`src/rtl/fetch_queue_if.sv`:
```
// Fetch-queue handshake bundle: imem-side push channel, decoder-side pop channel,
// branch-redirect flush and occupancy.
interface fetch_queue_if #(
    parameter int DEPTH = 4,
    parameter int W     = 32
);
    localparam int CW = $clog2(DEPTH) + 1;

    logic          flush;
    logic          in_valid;
    logic          in_ready;
    logic [W-1:0]  in_ins1;
    logic [W-1:0]  in_ins2;
    logic [W-1:0]  in_pc;
    logic          out_valid;
    logic          out_ready;
    logic [W-1:0]  out_ins1;
    logic [W-1:0]  out_ins2;
    logic [W-1:0]  out_pc;
    logic [CW-1:0] count;

    modport master (
        output flush, in_valid, in_ins1, in_ins2, in_pc, out_ready,
        input  in_ready, out_valid, out_ins1, out_ins2, out_pc, count
    );

    modport slave (
        input  flush, in_valid, in_ins1, in_ins2, in_pc, out_ready,
        output in_ready, out_valid, out_ins1, out_ins2, out_pc, count
    );
endinterface

```
`src/rtl/fetch_queue.sv`:
```
// Instruction-pair FIFO between imem and the dual-issue decoder; ready signals
// come only from registered occupancy, and a flush discards every bundle.
module fetch_queue #(
    parameter int DEPTH = 4,
    parameter int W     = 32
) (
    input  logic          clk,
    input  logic          reset,
    fetch_queue_if.slave  q
);
    localparam int AW = $clog2(DEPTH);
    localparam int CW = AW + 1;

    typedef struct packed {
        logic [W-1:0] pc;
        logic [W-1:0] ins2;
        logic [W-1:0] ins1;
    } bundle_t;

    bundle_t       mem [DEPTH];
    logic [AW-1:0] wp;
    logic [AW-1:0] rp;
    logic [CW-1:0] count_q;
    logic          push;
    logic          pop;

    assign q.in_ready  = (count_q != CW'(DEPTH));
    assign q.out_valid = (count_q != '0);
    assign q.count     = count_q;
    assign push        = q.in_valid && q.in_ready;
    assign pop         = q.out_valid && q.out_ready;

    always_ff @(posedge clk or negedge reset) begin
        if (!reset) begin
            wp      <= '0;
            rp      <= '0;
            count_q <= '0;
        end else if (q.flush) begin
            wp      <= '0;
            rp      <= '0;
            count_q <= '0;
        end else begin
            if (push) wp <= wp + 1'b1;
            if (pop)  rp <= rp + 1'b1;
            if (push && !pop)      count_q <= count_q + 1'b1;
            else if (pop && !push) count_q <= count_q - 1'b1;
        end
    end

    // NOTE: the array has no reset; empty slots are masked by out_valid below.
    always_ff @(posedge clk) begin
        if (push && !q.flush) mem[wp] <= '{pc: q.in_pc, ins2: q.in_ins2, ins1: q.in_ins1};
    end

    // NOTE: every always_comb output gets a default first so no latch is inferred.
    always_comb begin
        q.out_ins1 = '0;
        q.out_ins2 = '0;
        q.out_pc   = '0;
        if (q.out_valid) begin
            q.out_ins1 = mem[rp].ins1;
            q.out_ins2 = mem[rp].ins2;
            q.out_pc   = mem[rp].pc;
        end
    end
endmodule
```
`src/flat_wrapper.sv`:
```
// flat-port wrapper written by rule: the top's interface ports become plain ports
module fetch_queue_flat 
#(
    parameter int DEPTH = 4,
    parameter int W     = 32
)
  (clk, reset, q_flush, q_in_valid, q_in_ins1, q_in_ins2, q_in_pc, q_out_ready, q_in_ready, q_out_valid, q_out_ins1, q_out_ins2, q_out_pc, q_count);
  fetch_queue_if #(.DEPTH(DEPTH), .W(W)) q_i ();
  input  logic clk;
  input  logic reset;
  input wire logic [$bits(q_i.flush)-1:0] q_flush;
  input wire logic [$bits(q_i.in_valid)-1:0] q_in_valid;
  input wire logic [$bits(q_i.in_ins1)-1:0] q_in_ins1;
  input wire logic [$bits(q_i.in_ins2)-1:0] q_in_ins2;
  input wire logic [$bits(q_i.in_pc)-1:0] q_in_pc;
  input wire logic [$bits(q_i.out_ready)-1:0] q_out_ready;
  output wire logic [$bits(q_i.in_ready)-1:0] q_in_ready;
  output wire logic [$bits(q_i.out_valid)-1:0] q_out_valid;
  output wire logic [$bits(q_i.out_ins1)-1:0] q_out_ins1;
  output wire logic [$bits(q_i.out_ins2)-1:0] q_out_ins2;
  output wire logic [$bits(q_i.out_pc)-1:0] q_out_pc;
  output wire logic [$bits(q_i.count)-1:0] q_count;
  assign q_i.flush = q_flush;
  assign q_i.in_valid = q_in_valid;
  assign q_i.in_ins1 = q_in_ins1;
  assign q_i.in_ins2 = q_in_ins2;
  assign q_i.in_pc = q_in_pc;
  assign q_i.out_ready = q_out_ready;
  assign q_in_ready = q_i.in_ready;
  assign q_out_valid = q_i.out_valid;
  assign q_out_ins1 = q_i.out_ins1;
  assign q_out_ins2 = q_i.out_ins2;
  assign q_out_pc = q_i.out_pc;
  assign q_count = q_i.count;
  fetch_queue #(.DEPTH(DEPTH), .W(W)) u_core (.clk(clk), .reset(reset), .q(q_i));
endmodule
```
`config.mk`:
```
export PLATFORM = sky130hd
export DESIGN_NAME = fetch_queue_flat
export DESIGN_NICKNAME = d
export VERILOG_FILES = /design/src/rtl/fetch_queue_if.sv /design/src/rtl/fetch_queue.sv /design/src/flat_wrapper.sv
export SDC_FILE = /design/constraint.sdc
export NUM_CORES = 1
export LEC_CHECK = 0
export BUFFER_PORTS_ARGS = -buffer_cell sky130_fd_sc_hd__clkbuf_2
export CELL_PAD_IN_SITES_DETAIL_PLACEMENT = 1
export CELL_PAD_IN_SITES_GLOBAL_PLACEMENT = 1
export CORE_MARGIN = 5
export CORE_UTILIZATION = 30
export DETAILED_ROUTE_END_ITERATION = 8
export PLACE_DENSITY = 0.59
export SYNTH_ARGS = -nofsm -noshare
export SYNTH_HDL_FRONTEND = slang
export SYNTH_SLANG_ARGS = --single-unit
```
`constraint.sdc`:
```
create_clock -name clk -period 4.05 [get_ports clk]
set_input_delay 0.405 -clock clk [delete_from_list [all_inputs] [get_ports clk]]
set_output_delay 0.405 -clock clk [all_outputs]
set_load 0.03 [all_outputs]
```
======== After elaboration in Yosys (flattened, before gate mapping) ========
Memory sizes are Yosys's and may differ from the RTL's.
Cells that the tools add are included.
cells by class
  add/subtract/negate cells ............... 4
  eq/ne operators ......................... 1
  multiplexer cells ....................... 12
  reduce and logical (&&, ||, !) cells .... 12
operators by type and width
  kind                                                                number
  32-bit two-way mux                                                  3
  3-bit two-way mux                                                   3
  2-bit two-way mux                                                   4
  3-bit nonzero test                                                  2
  1-bit logical AND                                                   5
  2-bit by 1-bit adder with 2-bit output, second input constant       2
  2-bit nonzero test                                                  2
  3-bit by 1-bit adder with 3-bit output, second input constant       1
  1-bit zero test                                                     3
  3-bit != test, second input constant                                1
  3-bit by 1-bit subtractor with 3-bit output, second input constant  1
  1-bit two-way mux                                                   2
word-level totals
  register bits ........................... 7
  bits in writable memories ............... 384
  bits of input ports ..................... 101
  output and inout bits ................... 101
  word-level logic and storage cells ...... 33
  memories kept ........................... 1
memory list
  name        words  bits a word  read ports  clocked after memory_dff  write ports  line               source
  u_core.mem  4      96           1           0                         1            fetch_queue.sv:20  bundle_t mem [DEPTH];

======== Logic depth before layout (Yosys ltp) ========
  word-level depth ........................ 7
  mapped depth ............................ 8
  mapped depth without buffers ............ 7

======== Worst setup path before layout ========
Ideal clock, no wire load.
  kind .................................... register to register
  start ................................... register u_core.count_q[0] (netlist: u_core.q.count[0])
  end ..................................... memory u_core.mem[2][10] in the netlist's numbering (enable)
  setup time .............................. 466 ps
  data arrival time ....................... 3287 ps
  data required time ...................... 3584 ps
  path slack .............................. 297 ps
  cell stages (with the launch flop) ...... 5
  path buffers ............................ 1
  period minus slack after synthesis ...... 3753 ps
  cell sequence ........................... dfrtp_1 > buf_2 > nor3b_1 > nor3_1 > and2_1
on the way
  word-level cells in the longest chain between the ends .. 5
RTL lines
  element                                  line               source
  from (decl)                              fetch_queue.sv:23  logic [CW-1:0] count_q;
  from (signal assigned)                   fetch_queue.sv:45  if (push && !pop) count_q <= count_q + 1'b1;
  from (signal assigned)                   fetch_queue.sv:46  else if (pop && !push) count_q <= count_q - 1'b1;
  3-bit != test                            fetch_queue.sv:27  assign q.in_ready = (count_q != CW'(DEPTH));
  1-bit logical AND                        fetch_queue.sv:30  assign push = q.in_valid && q.in_ready;
  1-bit logical AND                        fetch_queue.sv:52  if (push && !q.flush) mem[wp] <= '{pc: q.in_pc, ins2: q.in_ins2, ins1: q.in_ins1};
  1-bit two-way mux                        fetch_queue.sv:52
  1-bit two-way mux (implied by the code)  fetch_queue.sv:52
  to (decl)                                fetch_queue.sv:20
No other way between the ends.

======== Worst setup path after layout ========
  start ................................... register u_core.count_q[1] (netlist: u_core.q.count[1])
  end ..................................... output q_out_ins2[2]
on the way
  word-level cells in the longest chain between the ends .. 2
RTL lines
  element             line                source
  3-bit nonzero test  fetch_queue.sv:28   assign q.out_valid = (count_q != '0);
  32-bit two-way mux  fetch_queue.sv:60   if (q.out_valid) begin
  to (decl)           flat_wrapper.sv:20  output wire logic [$bits(q_i.out_ins2)-1:0] q_out_ins2;
No other way between the ends.

==> results.json <==
{
  "place.gp.congestion": 0.681,
  "avgSynthCellArea_um2": 22.4,
  "clk_pin_slew_ns": 0.06,
  "drive_above_1_share_pct": 40.8,
  "path_max_fanout": 87,
  "ff_latch_area_um2": 11700,
  "ys_types": 31,
  "fin_nets": 1003,
  "p_int_w": 0.00820,
  "clock_latency_ns": 0.54,
  "synth_seq_area_share_pct": 78.0,
  "yosysTopAreaCell": "edfxtp_1",
  "grt_pass1_vias": 8368,
  "grt_usage_pct": 12.5,
  "post_cts_resized": 0,
  "die_y_um": 234,
  "synth_seq_cells": 391,
  "r2r-start": "u_core.q.count[1]",
  "synth_area_leaders": "edfxtp_1 77%, mux4_2 14%, and2_1 4.2%",
  "dp_hpwl_mm": 20.6,
  "combPwrFrac_pct": 30.3,
  "critPathRequiredTime_ns": 3.64,
  "synth_edf_count": 384,
  "die_w_um": 234,
  "power.leakage_nw": 6.11,
  "r2r-end": "u_core.q.count[2]",
  "powerDensity_nw_per_um2": 670,
  "netlist_area_um2": 15000,
  "vias": 7275,
  "grt-ovfl-total": 0,
  "path_class": "flop to primary output",
  "rrSetupSlack_ns": 1.55,
  "drc": 0,
  "core_area_um2": 49900,
  "wl_per_cell_um": 21.3,
  "total_power_w": 0.0122,
  "cts.path.max_buffers": 3,
  "grt_pass1_wl_mm": 51.7,
  "htree_levels": 2,
  "synth.net_count": 776,
  "dieArea_um2": 54600,
  "clock_skew_ns": 0.00688,
  "yosysWarnings": 0,
  "worstSetupEndpointType": "primary output",
  "io_pins": 202,
  "post-route-period-util_pct": 77.3,
  "hold_path.class": "primary input to flop",
  "fmax_mhz": 319,
  "status": "complete, no violations",
  "via_per_inst": 4.55,
  "ant_nets": 0,
  "maxSlewViolCount": 0,
  "arrival_ns": 2.73,
  "setup_viol": 0,
  "ys.flop_type": "edfxtp_1",
  "num-fill-cells": 4972,
  "worstRegToRegCells": 6,
  "async_reset_ff_share_pct": 1.79,
  "multi_input_area_um2": 3100,
  "pwr-share-seq_pct": 39.2,
  "drtIter0Drc": 334,
  "hp-start": "q_in_ins2[28]",
  "start_kind": "flop",
  "maxSlewHeadroom_pct": 32.6,
  "cts_setup_buffers": 0,
  "syn_inst": 670,
  "rows": 82,
  "tns_ns": 0,
  "antenna_found_initial": 5,
  "min_period_ns": 3.13,
  "synth_top_area_share_pct": 76.8,
  "grt_max_degree": 88,
  "numCtsBuffers": 44,
  "tightest_slew_ns": 1.01,
  "finalHoldViolCount": 0,
  "pwr-share-clk_pct": 30.5,
  "finalWirelength_mm": 34.1,
  "holdBufCountCts": 1,
  "drv_cap": 0,
  "switching_power_w": 0.00404,
  "portBuffers": 201,
  "swShare_pct": 33.0,
  "vdd_ir_drop_max_mv": 0.562,
  "initial_core_util_pct": 30.1,
  "clock-sinks": 391,
  "root_buffer": "clkbuf_16",
  "worstHoldPathCells": 1,
  "yosys-top-cells-count": "384 x edfxtp_1, 100 x and2_1, 96 x mux4_2, 17 x clkbuf_1, 15 x buf_2",
  "synth.most_common_cell": "edfxtp_1",
  "holdPathEnd": "u_core.mem[0][60]",
  "grt_setup_unrepaired": "no",
  "tritoncts": "built",
  "syn_to_final_growth_pct": 21.7,
  "drtPass1Iterations": 4
}
==> worst max-delay path by stage <==
| stage | from | endpoint | slack [ns] | depth (start not counted) |
|---|---|---|---|---|
| 2_1_floorplan | u_core.q.count[0] | u_core.mem[2][10] | 0.30 | 4 |
| 5_1_grt | u_core.q.count[0] | q_out_ins2[2] | 0.62 | 5 |
| 3_3_place_gp | u_core.q.count[1] | q_out_ins1[27] | 1.41 | 5 |
| 4_1_cts | u_core.q.count[1] | q_out_ins2[2] | 0.79 | 5 |
| 6_report | u_core.q.count[1] | q_out_ins2[2] | 0.92 | 5 |
| 3_5_place_dp | u_core.q.count[0] | q_out_ins1[21] | 1.37 | 5 |
==> placed cells by master (no fill, tap or decap), types with 7 or more instances in the layout <==
master / count
clkbuf_2: 201
buf_4: 7
edfxtp_1: 384
mux4_2: 96
inv_1: 7
buf_12: 9
clkbuf_1: 12
clkbuf_16: 45
and2_1: 96
nor2_1: 8
clkinv_1: 9
==> metrics by stage <==
step | area, um2 | hold WS, ns | std cells | setup slack [ns] | utilization [%]
floorplan | 15000 | 0.109 | 670 | 0.297 | -
global placement | 16900 | 0.261 | 1522 | 1.41 | 33.9
detailed placement | 16900 | 0.260 | 1522 | 1.37 | 33.9
CTS | 18300 | 0.0314 | 1598 | 0.789 | 36.6
global route | 18300 | 0.0367 | 1598 | 0.621 | 36.6
finish | 18300 | 0.0811 | 1599 | 0.918 | 36.6
==> cell type report <==
cell class,instances,share of cell area (%)
inverters,7,0.144
clock buffers,57,6.41
well taps,672,4.60
diodes,1,0.0137
flip-flops and latches,391,64.1
multi-input cells,235,17.0
repair buffers,218,6.84
clock inverters,18,0.877
==> routing by layer <==
metal | up-vias | share of wire [%] | global-route usage (%)
li1 | 3182 | - | -
met1 | 3859 | 43 | 16.2
met2 | 180 | 49 | 20.6
met3 | 50 | 6.1 | 3.90
met4 | 4 | 1.8 | 3.01
met5 | - | 0.062 | 0
==> worst max-delay path: stages (launching register included) <==
cell,delay [ns]
dfrtp_1,0.47
nor2_1,0.32
nand2_4,0.60
buf_4,0.43
and2_1,0.15
clkbuf_2,0.18
==> flip-flops by register name, indices dropped and copies added (netlist names) <==
register,flops
u_core.mem,384
u_core.rp,2
u_core.wp,2
u_core.q.count,3
==> cells by family (layout without fill, tap and decap cells) <==
logic type | count (synthesis) | after routing | share of synthesized area, %
DFF | 391 | 391 | 78.0
muxes | 99 | 99 | 14.6
buffers and inverters | 44 | 300 | 1.48
AOI/OAI and AO/OA | 14 | 14 | 0.700
adders and majority gates | 5 | 5 | 0.467
and+or+nand+nor | 115 | 115 | 4.63
other | 0 | 1 | 0
xor gates and xnor gates | 2 | 2 | 0.117
==> power groups by stage <==
stage / Combinational (W) / Clock, W / Sequential [W]
3_3_place_gp: 0.00383 / 0 / 0.00488
5_1_grt: 0.00401 / 0.00405 / 0.00483
4_1_cts: 0.00384 / 0.00388 / 0.00481
6_report: 0.00371 / 0.00373 / 0.00480
2_1_floorplan: 0.00270 / 0 / 0.00481
3_5_place_dp: 0.00384 / 0 / 0.00490
Power figures use the tool's default switching activity.
